[src/rtl/vote_session_ctrl.sv]
// Vote session front-end: arms one ballot per voter, debounces the four
// candidate buttons, emits one single-cycle vote pulse per ballot, then locks
// out until release plus a lockout period. In result mode the LEDs show the
// selected candidate's count.
// Optional build macro VOTE_TIMEOUT_EN: cancels an armed ballot after
// ARM_TIMEOUT_CYCLES without a press and raises a sticky timeout_flag.
module vote_session_ctrl #(
  parameter int DEBOUNCE_CYCLES    = 10,
  parameter int LOCKOUT_CYCLES     = 100,
  parameter int ARM_TIMEOUT_CYCLES = 1000
) (
  input  logic       clock,
  input  logic       reset,
  input  logic       mode,
  input  logic       arm,
  input  logic       button1,
  input  logic       button2,
  input  logic       button3,
  input  logic       button4,
  input  logic [7:0] candi1_vote_recvd,
  input  logic [7:0] candi2_vote_recvd,
  input  logic [7:0] candi3_vote_recvd,
  input  logic [7:0] candi4_vote_recvd,
  output logic       candi1_vote_valid,
  output logic       candi2_vote_valid,
  output logic       candi3_vote_valid,
  output logic       candi4_vote_valid,
  output logic       count_mode,
  output logic       ballot_ready,
  output logic       busy,
  output logic [7:0] led,
  output logic       timeout_flag
);

  localparam int DW = (DEBOUNCE_CYCLES > 1) ? $clog2(DEBOUNCE_CYCLES) : 1;
  localparam int LW = (LOCKOUT_CYCLES > 1) ? $clog2(LOCKOUT_CYCLES) : 1;
  localparam logic [DW-1:0] D_LAST = DW'(DEBOUNCE_CYCLES - 1);
  localparam logic [DW-1:0] D_ONE  = DW'(1);
  localparam logic [LW-1:0] L_LAST = LW'(LOCKOUT_CYCLES - 1);
  localparam logic [LW-1:0] L_ONE  = LW'(1);

  localparam logic [2:0] S_IDLE    = 3'd0;
  localparam logic [2:0] S_ARMED   = 3'd1;
  localparam logic [2:0] S_HOLD    = 3'd2;
  localparam logic [2:0] S_COMMIT  = 3'd3;
  localparam logic [2:0] S_RELEASE = 3'd4;
  localparam logic [2:0] S_LOCKOUT = 3'd5;

  // Lowest-indexed pressed button (1..4), 0 when none is pressed.
  function automatic logic [2:0] prio_idx(input logic [3:0] b);
    logic [2:0] r;
    if (b[0])      r = 3'd1;
    else if (b[1]) r = 3'd2;
    else if (b[2]) r = 3'd3;
    else if (b[3]) r = 3'd4;
    else           r = 3'd0;
    return r;
  endfunction

  // One-hot candidate vector from index 1..4; index 0 maps to no candidate.
  function automatic logic [3:0] one_hot(input logic [2:0] c);
    logic [3:0] r;
    case (c)
      3'd1:    r = 4'b0001;
      3'd2:    r = 4'b0010;
      3'd3:    r = 4'b0100;
      3'd4:    r = 4'b1000;
      default: r = 4'b0000;
    endcase
    return r;
  endfunction

  logic [2:0]    state, state_nx;
  logic [2:0]    cand, cand_nx;
  logic [2:0]    sel;
  logic [DW-1:0] dcnt, dcnt_nx;
  logic [LW-1:0] lcnt, lcnt_nx;
  logic [3:0]    btn;
  logic          any_btn;
  logic          cand_held;
  logic [7:0]    recvd_sel;

  assign btn       = {button4, button3, button2, button1};
  assign any_btn   = |btn;
  assign cand_held = |(btn & one_hot(cand));

`ifdef VOTE_TIMEOUT_EN
  localparam int TW = (ARM_TIMEOUT_CYCLES > 1) ? $clog2(ARM_TIMEOUT_CYCLES) : 1;
  localparam logic [TW-1:0] T_LAST = TW'(ARM_TIMEOUT_CYCLES - 1);
  localparam logic [TW-1:0] T_ONE  = TW'(1);
  logic [TW-1:0] tcnt, tcnt_nx;
  logic          to_set, to_clr;
`endif

  // Next-state and counter logic; result mode aborts any ballot in progress.
  always_comb begin
    state_nx = state;
    cand_nx  = cand;
    dcnt_nx  = dcnt;
    lcnt_nx  = lcnt;
`ifdef VOTE_TIMEOUT_EN
    tcnt_nx  = tcnt;
    to_set   = 1'b0;
    to_clr   = 1'b0;
`endif
    if (mode) begin
      state_nx = S_IDLE;
      dcnt_nx  = '0;
      lcnt_nx  = '0;
`ifdef VOTE_TIMEOUT_EN
      tcnt_nx  = '0;
`endif
    end else begin
      case (state)
        S_IDLE: begin
          if (arm && !any_btn) begin
            state_nx = S_ARMED;
`ifdef VOTE_TIMEOUT_EN
            tcnt_nx  = '0;
            to_clr   = 1'b1;
`endif
          end else begin
            state_nx = S_IDLE;
          end
        end
        S_ARMED: begin
          if (any_btn) begin
            cand_nx  = prio_idx(btn);
            dcnt_nx  = '0;
            state_nx = S_HOLD;
          end else begin
`ifdef VOTE_TIMEOUT_EN
            if (tcnt >= T_LAST) begin
              state_nx = S_IDLE;
              to_set   = 1'b1;
            end else begin
              tcnt_nx  = tcnt + T_ONE;
            end
`else
            state_nx = S_ARMED;
`endif
          end
        end
        S_HOLD: begin
          if (cand_held) begin
            if (dcnt >= D_LAST) begin
              state_nx = S_COMMIT;
            end else begin
              dcnt_nx  = dcnt + D_ONE;
            end
          end else begin
            state_nx = S_ARMED;
            dcnt_nx  = '0;
`ifdef VOTE_TIMEOUT_EN
            tcnt_nx  = '0;
`endif
          end
        end
        S_COMMIT: begin
          state_nx = S_RELEASE;
        end
        S_RELEASE: begin
          if (!any_btn) begin
            state_nx = S_LOCKOUT;
            lcnt_nx  = '0;
          end else begin
            state_nx = S_RELEASE;
          end
        end
        S_LOCKOUT: begin
          if (lcnt >= L_LAST) begin
            state_nx = S_IDLE;
          end else begin
            lcnt_nx  = lcnt + L_ONE;
          end
        end
        default: begin
          state_nx = S_IDLE;
        end
      endcase
    end
  end

  // Count selected for display in result mode.
  always_comb begin
    case (sel)
      3'd1:    recvd_sel = candi1_vote_recvd;
      3'd2:    recvd_sel = candi2_vote_recvd;
      3'd3:    recvd_sel = candi3_vote_recvd;
      3'd4:    recvd_sel = candi4_vote_recvd;
      default: recvd_sel = 8'h00;
    endcase
  end

  // FSM state, latched candidate and debounce/lockout counters.
  always_ff @(posedge clock or posedge reset) begin
    if (reset) begin
      state <= S_IDLE;
      cand  <= 3'd0;
      dcnt  <= '0;
      lcnt  <= '0;
    end else begin
      state <= state_nx;
      cand  <= cand_nx;
      dcnt  <= dcnt_nx;
      lcnt  <= lcnt_nx;
    end
  end

  // Registered outputs, decoded from the next state so they align with it.
  always_ff @(posedge clock or posedge reset) begin
    if (reset) begin
      count_mode        <= 1'b0;
      ballot_ready      <= 1'b0;
      busy              <= 1'b0;
      candi1_vote_valid <= 1'b0;
      candi2_vote_valid <= 1'b0;
      candi3_vote_valid <= 1'b0;
      candi4_vote_valid <= 1'b0;
    end else begin
      count_mode   <= mode;
      ballot_ready <= (state_nx == S_ARMED);
      busy         <= (state_nx == S_HOLD) || (state_nx == S_COMMIT) ||
                      (state_nx == S_RELEASE) || (state_nx == S_LOCKOUT);
      {candi4_vote_valid, candi3_vote_valid, candi2_vote_valid, candi1_vote_valid}
                   <= (state_nx == S_COMMIT) ? one_hot(cand_nx) : 4'b0000;
    end
  end

  // Result-mode selection and LED bus; sel survives mode changes.
  always_ff @(posedge clock or posedge reset) begin
    if (reset) begin
      sel <= 3'd0;
      led <= 8'h00;
    end else begin
      if (mode && any_btn) begin
        sel <= prio_idx(btn);
      end else begin
        sel <= sel;
      end
      if (mode) begin
        led <= recvd_sel;
      end else if ((state_nx == S_COMMIT) || (state_nx == S_RELEASE) ||
                   (state_nx == S_LOCKOUT)) begin
        led <= {4'b0000, one_hot(cand_nx)};
      end else begin
        led <= 8'h00;
      end
    end
  end

`ifdef VOTE_TIMEOUT_EN
  // Armed-ballot timeout counter and sticky cancel flag.
  always_ff @(posedge clock or posedge reset) begin
    if (reset) begin
      tcnt         <= '0;
      timeout_flag <= 1'b0;
    end else begin
      tcnt <= tcnt_nx;
      if (to_set) begin
        timeout_flag <= 1'b1;
      end else if (to_clr) begin
        timeout_flag <= 1'b0;
      end else begin
        timeout_flag <= timeout_flag;
      end
    end
  end
`else
  assign timeout_flag = 1'b0;
`endif

endmodule

[config.mk]
export PLATFORM = sky130hd
export DESIGN_NAME = vote_session_ctrl
export DESIGN_NICKNAME = d
export VERILOG_FILES = /design/src/rtl/vote_session_ctrl.sv
export SDC_FILE = /design/constraint.sdc
export NUM_CORES = 1
export LEC_CHECK = 0
export ABC_AREA = 1
export ABC_CLOCK_PERIOD_IN_PS = 1600
export CORE_ASPECT_RATIO = 0.5
export CORE_MARGIN = 10
export CORE_UTILIZATION = 33
export CTS_CLUSTER_SIZE = 25
export DETAILED_ROUTE_END_ITERATION = 8
export GPL_ROUTABILITY_DRIVEN = 1
export GPL_TIMING_DRIVEN = 0
export MAX_ROUTING_LAYER = met4
export SKIP_CTS_REPAIR_TIMING = 1
export SYNTH_ARGS = -nofsm -noshare
export SYNTH_HDL_FRONTEND = slang
export SYNTH_SLANG_ARGS = --single-unit
[constraint.sdc]
create_clock -name clock -period 1.6 [get_ports clock]
set_input_delay 0.32 -clock clock [delete_from_list [all_inputs] [get_ports clock]]
set_output_delay 0.32 -clock clock [all_outputs]
set_load 0.01 [all_outputs]
# Word-level counts from Yosys, hierarchy flattened
# Index checks and enable logic that the tools add are counted.
# word_totals
ram_bits	0
out_inout_bits	16
register_bits	35
mem_count	0
word_cells	89
rom_bits	0
latch_bits	0
# op_classes
n_mux	30
eq_ne	26
n_div	0
n_addsub	2
bitwise_logic	1
reduce_logical	15
shift	0
n_mul	0
magnitude_cmp	2
# op_table
cell	n
two-way mux 3 bit	11
one-hot mux 4 bit (4 select lines)	2
one-hot mux 8 bit (4 select lines)	1
== test 3 x 2 -> 1 bit, second input constant	10
two-way mux 4 bit	6
== test 3 bit, second input constant	7
two-way mux 7 bit	3
one-hot mux 3 bit (6 select lines)	1
== test 3 x 1 -> 1 bit, second input constant	5
one-hot mux 7 bit (2 select lines)	1
!= test 3 bit, second input constant	3
two-way mux 8 bit	1
one-hot mux 4 bit (2 select lines)	1
OR reduction 4 bit	2
adder 7 x 1 -> 7 bit, second input constant	1
greater-or-equal comparator 7 bit, second input constant	1
AND reduction 3 bit	2
nonzero test 3 bit	2
logical OR 1 bit	5
adder 4 x 1 -> 4 bit, second input constant	1
AND 4 bit	1
greater-or-equal comparator 4 bit, second input constant	1
!= test 4 bit, second input constant	1
logical NOT 3 bit	1
4 further kinds	6

# Logic depth before layout (Yosys ltp)
# depth
depth_word	12
ltp_mapped	10

# Worst setup path before layout
# No wires, ideal clock.
# synth_timing
path_kind	flip-flop to flip-flop
start	register dcnt[0]
end	register led[2]
path_buffers	0
required_ns	1.480
arrival_ns	1.244
slack_ns	0.236
setup_time_ns	0.120
path_stages_with_launch	10
synth_period_minus_slack_ns	1.364
cell_sequence	dfrtp_1 inv_1 ha_1 nand2_1 o21ai_0 nor2_1 nand3_4 nand2_2 nand3_1 nand2_1
# synth_between
elab_chain_cells	10
# synth_lines
element	line_no	rtl
start, declared	76	logic [DW-1:0] dcnt, dcnt_nx;
start signal, assigned	205	dcnt <= dcnt_nx;
greater-or-equal comparator 4 bit (*)	146	if (dcnt >= D_LAST) begin
two-way mux 3 bit (*)	146	
two-way mux 3 bit (*)	145	if (cand_held) begin
one-hot mux 3 bit (6 select lines) (*)	114	case (state)
two-way mux 3 bit (*)	106	if (mode) begin
== test 3 x 2 -> 1 bit or == test 3 bit (tied branches)	243	end else if ((state_nx == S_COMMIT) || (state_nx == S_RELEASE) ||
logical OR 1 bit	243	
logical OR 1 bit (*)	243	
two-way mux 4 bit (*)	243	
two-way mux 8 bit (*)	241	if (mode) begin
end signal, assigned	242	led <= recvd_sel;
end signal, assigned	245	led <= {4'b0000, one_hot(cand_nx)};
end, declared	31	output logic [7:0] led,
# Mark *: on every way between the ends. The rest lies on a longest branch, timed or not.
# A chain may end at the register's enable or synchronous reset.

# Worst setup path after layout
# layout_timing
start	register dcnt[0]
end	register dcnt[3]
# layout_between
elab_chain_cells	5
# layout_lines
element	line_no	rtl
adder 4 x 1 -> 4 bit	149	dcnt_nx = dcnt + D_ONE;
two-way mux 4 bit	146	
two-way mux 4 bit	145	
one-hot mux 4 bit (2 select lines)	114	
two-way mux 4 bit	106	
# Several ways; a longest one is shown, not always the timed one. The select of a mux whose other input is x is not followed.

==> results.sh <==
export IMPL_cp_end_kind="flip-flop"
export IMPL_period_needed_ns=1.510
export IMPL_startpoint_type="flip-flop"
export IMPL_dpl_cell_count=424
export IMPL_start_util_pct=34.32
export IMPL_r2r_end="dcnt[3]"
export IMPL_grt_first_pass_wirelength_mm=9.528
export IMPL_drt_antenna_violating_nets=0
export IMPL_seqPwrFrac_pct=38.7
export IMPL_peakVddDrop_mv=0.5105
export IMPL_die_h_um=76.35
export IMPL_synthCells=281
export IMPL_synth_net_count=325
export IMPL_fin_nets=391
export IMPL_crit_end="dcnt[3]"
export IMPL_areaGrowthSynthToFinish_pct=43.28
export IMPL_routed_via_density=4.644
export IMPL_grt_max_degree=20
export IMPL_setup_tns_ns=0
export IMPL_cts_buffers=5
export IMPL_pwr_share_comb_pct=19.8
export IMPL_htreeDepth=2
export IMPL_skew_ns=0.005396
export IMPL_portBuffers=54
export IMPL_path_buf_inv=1
export IMPL_synth_distinct_cells=30
export IMPL_r2r_setup_slack_ns=0.09
export IMPL_critical_path_arrival_ns=1.71
export IMPL_avgRoutedWirePerCell_um=13.39
export IMPL_ios=56
export IMPL_synth_area_um2=2096
export IMPL_core_um2=6106
export IMPL_yosysWarnings=0
export IMPL_die_w_um=132.7
export IMPL_p_int_mw=1.807
export IMPL_clk_path_buf_depth=2
export IMPL_path_class="reg2reg"
export IMPL_drc=0
export IMPL_grt_ovfl_total=0
export IMPL_fin_crit_sh_pct=94.38
export IMPL_required_ns=1.80
export IMPL_slowest_stage="dfrtp_1"
export IMPL_critPathLaunch="dcnt[0]"
export IMPL_antenna_found_initial=0
export IMPL_clk_latency_ns=0.28
export IMPL_crit_cells=9
export IMPL_worst_slew_pin_slew_ns=0.7956
export IMPL_setup_violations=0
export IMPL_drv_slew=0
export IMPL_pwr_share_clk_pct=41.5
export IMPL_cp_cell_sequence="inv_1 -> ha_1 -> nand2_1 -> o21ai_1 -> nor2_2 -> nand3_4 -> nand2_4 -> nand2_1 -> o21ai_1"
export IMPL_dr_total_vias=2025
export IMPL_grt_pass1_vias=2001
export IMPL_yosys_register_bits=35
export IMPL_r2r_start="dcnt[0]"
export IMPL_slew_headroom_pct=46.90
export IMPL_dieArea_um2=10130
export IMPL_wl_mm=5.836
export IMPL_crit_fanout=8
export IMPL_max_cap_violations=0
export IMPL_power_switching_mw=0.6720
export IMPL_clock_fmax_ghz=0.6622
export IMPL_status="completed"
export IMPL_num_rows=20
export IMPL_place_congestion=0.8049
export IMPL_grt_usage_pct=11.34
export IMPL_fin_cells=436
export IMPL_num_antenna_cells=0
export IMPL_crit_family="simple AND/OR/NAND/NOR gates"
export IMPL_hold_violations=0
export IMPL_fillCellCount=594
export IMPL_critPathMaxStageDelay_ns=0.41
export IMPL_ys_seq_area_share_pct=41.79
export IMPL_cts_num_sinks=35
export IMPL_drt_pass1_iter_count=4
export IMPL_power_density_nw_per_um2=825.4
export IMPL_cts_root_buf="clkbuf_16"
export IMPL_ff2ff_path_depth=9
export IMPL_path_clk_slew_ns=0.06
export IMPL_cts_tree="done"
export IMPL_dp_hpwl_mm=4.526
export IMPL_p_leak_nw=1.429
export IMPL_p_sw_share_pct=27.11
export IMPL_syn_avg_cell_area_um2=7.458
export IMPL_drive_above_1_share_pct=14.08
export IMPL_min_path_type="in2reg"
export IMPL_dr_first_iter_drc_count=123
[cells in the final DEF, fill, tap and decap left out]
master	n
nand2_4	4
nor3_1	1
nand2_2	10
a21oi_1	6
nor2_1	31
clkdlybuf4s50_1	50
nor2_2	7
clkinv_1	2
o21ai_0	9
inv_2	4
dfrtp_1	35
o22ai_1	8
clkinvlp_4	1
buf_16	1
nand4_1	21
clkbuf_8	2
nor3b_1	1
ha_4	1
o21a_1	1
nand3_4	1
nor2_4	1
conb_1	1
buf_4	5
ha_1	3
o21bai_1	1
dlymetal6s2s_1	4
a21boi_2	1
clkbuf_2	1
nand3_1	20
clkbuf_16	5
xor2_1	1
inv_1	40
a41oi_1	4
o21ai_1	5
nand3_2	1
buf_2	4
nand2_1	55
[worst min path at each step]
stage	from	to	slack (ns)	depth (start not counted)
floorplan	mode	count_mode	0.35	0
global placement	lcnt[6]	lcnt[6]	0.48	2
detailed placement	lcnt[6]	lcnt[6]	0.49	2
CTS	reset	cand[2]	0.51	2
global route	mode	count_mode	0.34	1
finish	mode	count_mode	0.34	1
[cell usage after synthesis]
library cell | number | share of area [%]
inv_1 | 40 | 7.2
conb_1 | 1 | 0.18
xor2_1 | 1 | 0.42
o21ai_0 | 10 | 2.4
a21oi_1 | 6 | 1.4
clkinv_1 | 2 | 0.36
a41oi_1 | 4 | 1.7
nand2_4 | 3 | 1.6
o21ai_1 | 4 | 0.96
nand3_2 | 1 | 0.48
nand2_1 | 57 | 10
nand3_1 | 20 | 4.8
o22ai_1 | 8 | 2.4
nand3_4 | 1 | 0.84
nor2_4 | 1 | 0.54
o21bai_1 | 1 | 0.36
nor2_1 | 33 | 5.9
dfrtp_1 | 35 | 42
buf_2 | 4 | 0.96
nor3b_1 | 1 | 0.36
clkbuf_1 | 1 | 0.18
nor3_1 | 1 | 0.24
a21boi_2 | 1 | 0.54
inv_2 | 4 | 0.72
nor2_2 | 5 | 1.5
o21a_1 | 1 | 0.36
buf_4 | 1 | 0.36
nand2_2 | 9 | 2.7
ha_1 | 4 | 2.4
nand4_1 | 21 | 6.3
[sequential cells by signal (all words and copies together), names as in the netlist]
name / count
candi4_vote_valid: 1
candi1_vote_valid: 1
lcnt: 7
count_mode: 1
state: 3
sel: 3
candi3_vote_valid: 1
dcnt: 4
ballot_ready: 1
candi2_vote_valid: 1
led: 8
busy: 1
cand: 3
[power by group through the flow]
stage	Clock, mW	Combinational [mW]	Sequential [mW]
floorplan	0	0.257	0.977
global placement	0	0.471	0.973
detailed placement	0	0.486	0.973
CTS	1.05	0.489	0.958
global route	1.09	0.547	0.963
finish	1.03	0.491	0.959
[logic make-up after synthesis]
group           count (synthesis)  synth area share (%)
flops                          35                 41.79
fa+ha+maj                       4                 2.388
other cells                     1                0.1789
buf+inv                        52                 9.731
simple gates                  153                 35.40
xor+xnor                        1                0.4180
compound gates                 35                 10.09
[per-layer routing]
layer  global-route usage [%]  part of all wire [%]
met5                        -                     0
met4                    2.620                  0.58
met3                    2.171                   3.1
met2                    18.49                    48
met1                    14.23                    48
[stage by stage]
step / utilization [%] / total power, mW / hold WS (ns) / worst slack [ns] / instance area, um^2
2_1_floorplan: - / 1.234 / 0.3514 / 0.2360 / 2096
3_3_place_gp: 44.98 / 1.443 / 0.4784 / -0.3528 / 2746
3_5_place_dp: 45.43 / 1.459 / 0.4940 / -0.2845 / 2774
4_1_cts: 48.05 / 2.492 / 0.5061 / -0.003428 / 2934
5_1_grt: 49.18 / 2.601 / 0.3375 / -0.02611 / 3003
6_report: 49.18 / 2.479 / 0.3385 / 0.08997 / 3003
[final cells by class]
type	instances	area [um^2]	area share (%)
Timing Repair Buffer	59	608.1	20.25
Inverter	46	172.7	5.750
Sequential cell	35	875.8	29.17
Buffer	6	32.53	1.083
Clock buffer	7	152.6	5.083
Clock inverter	1	7.507	0.2500
Multi-Input combinational cell	194	1044	34.75
Tap cell	88	110.1	3.667
Note: power is estimated with default switching activity, not from simulation.
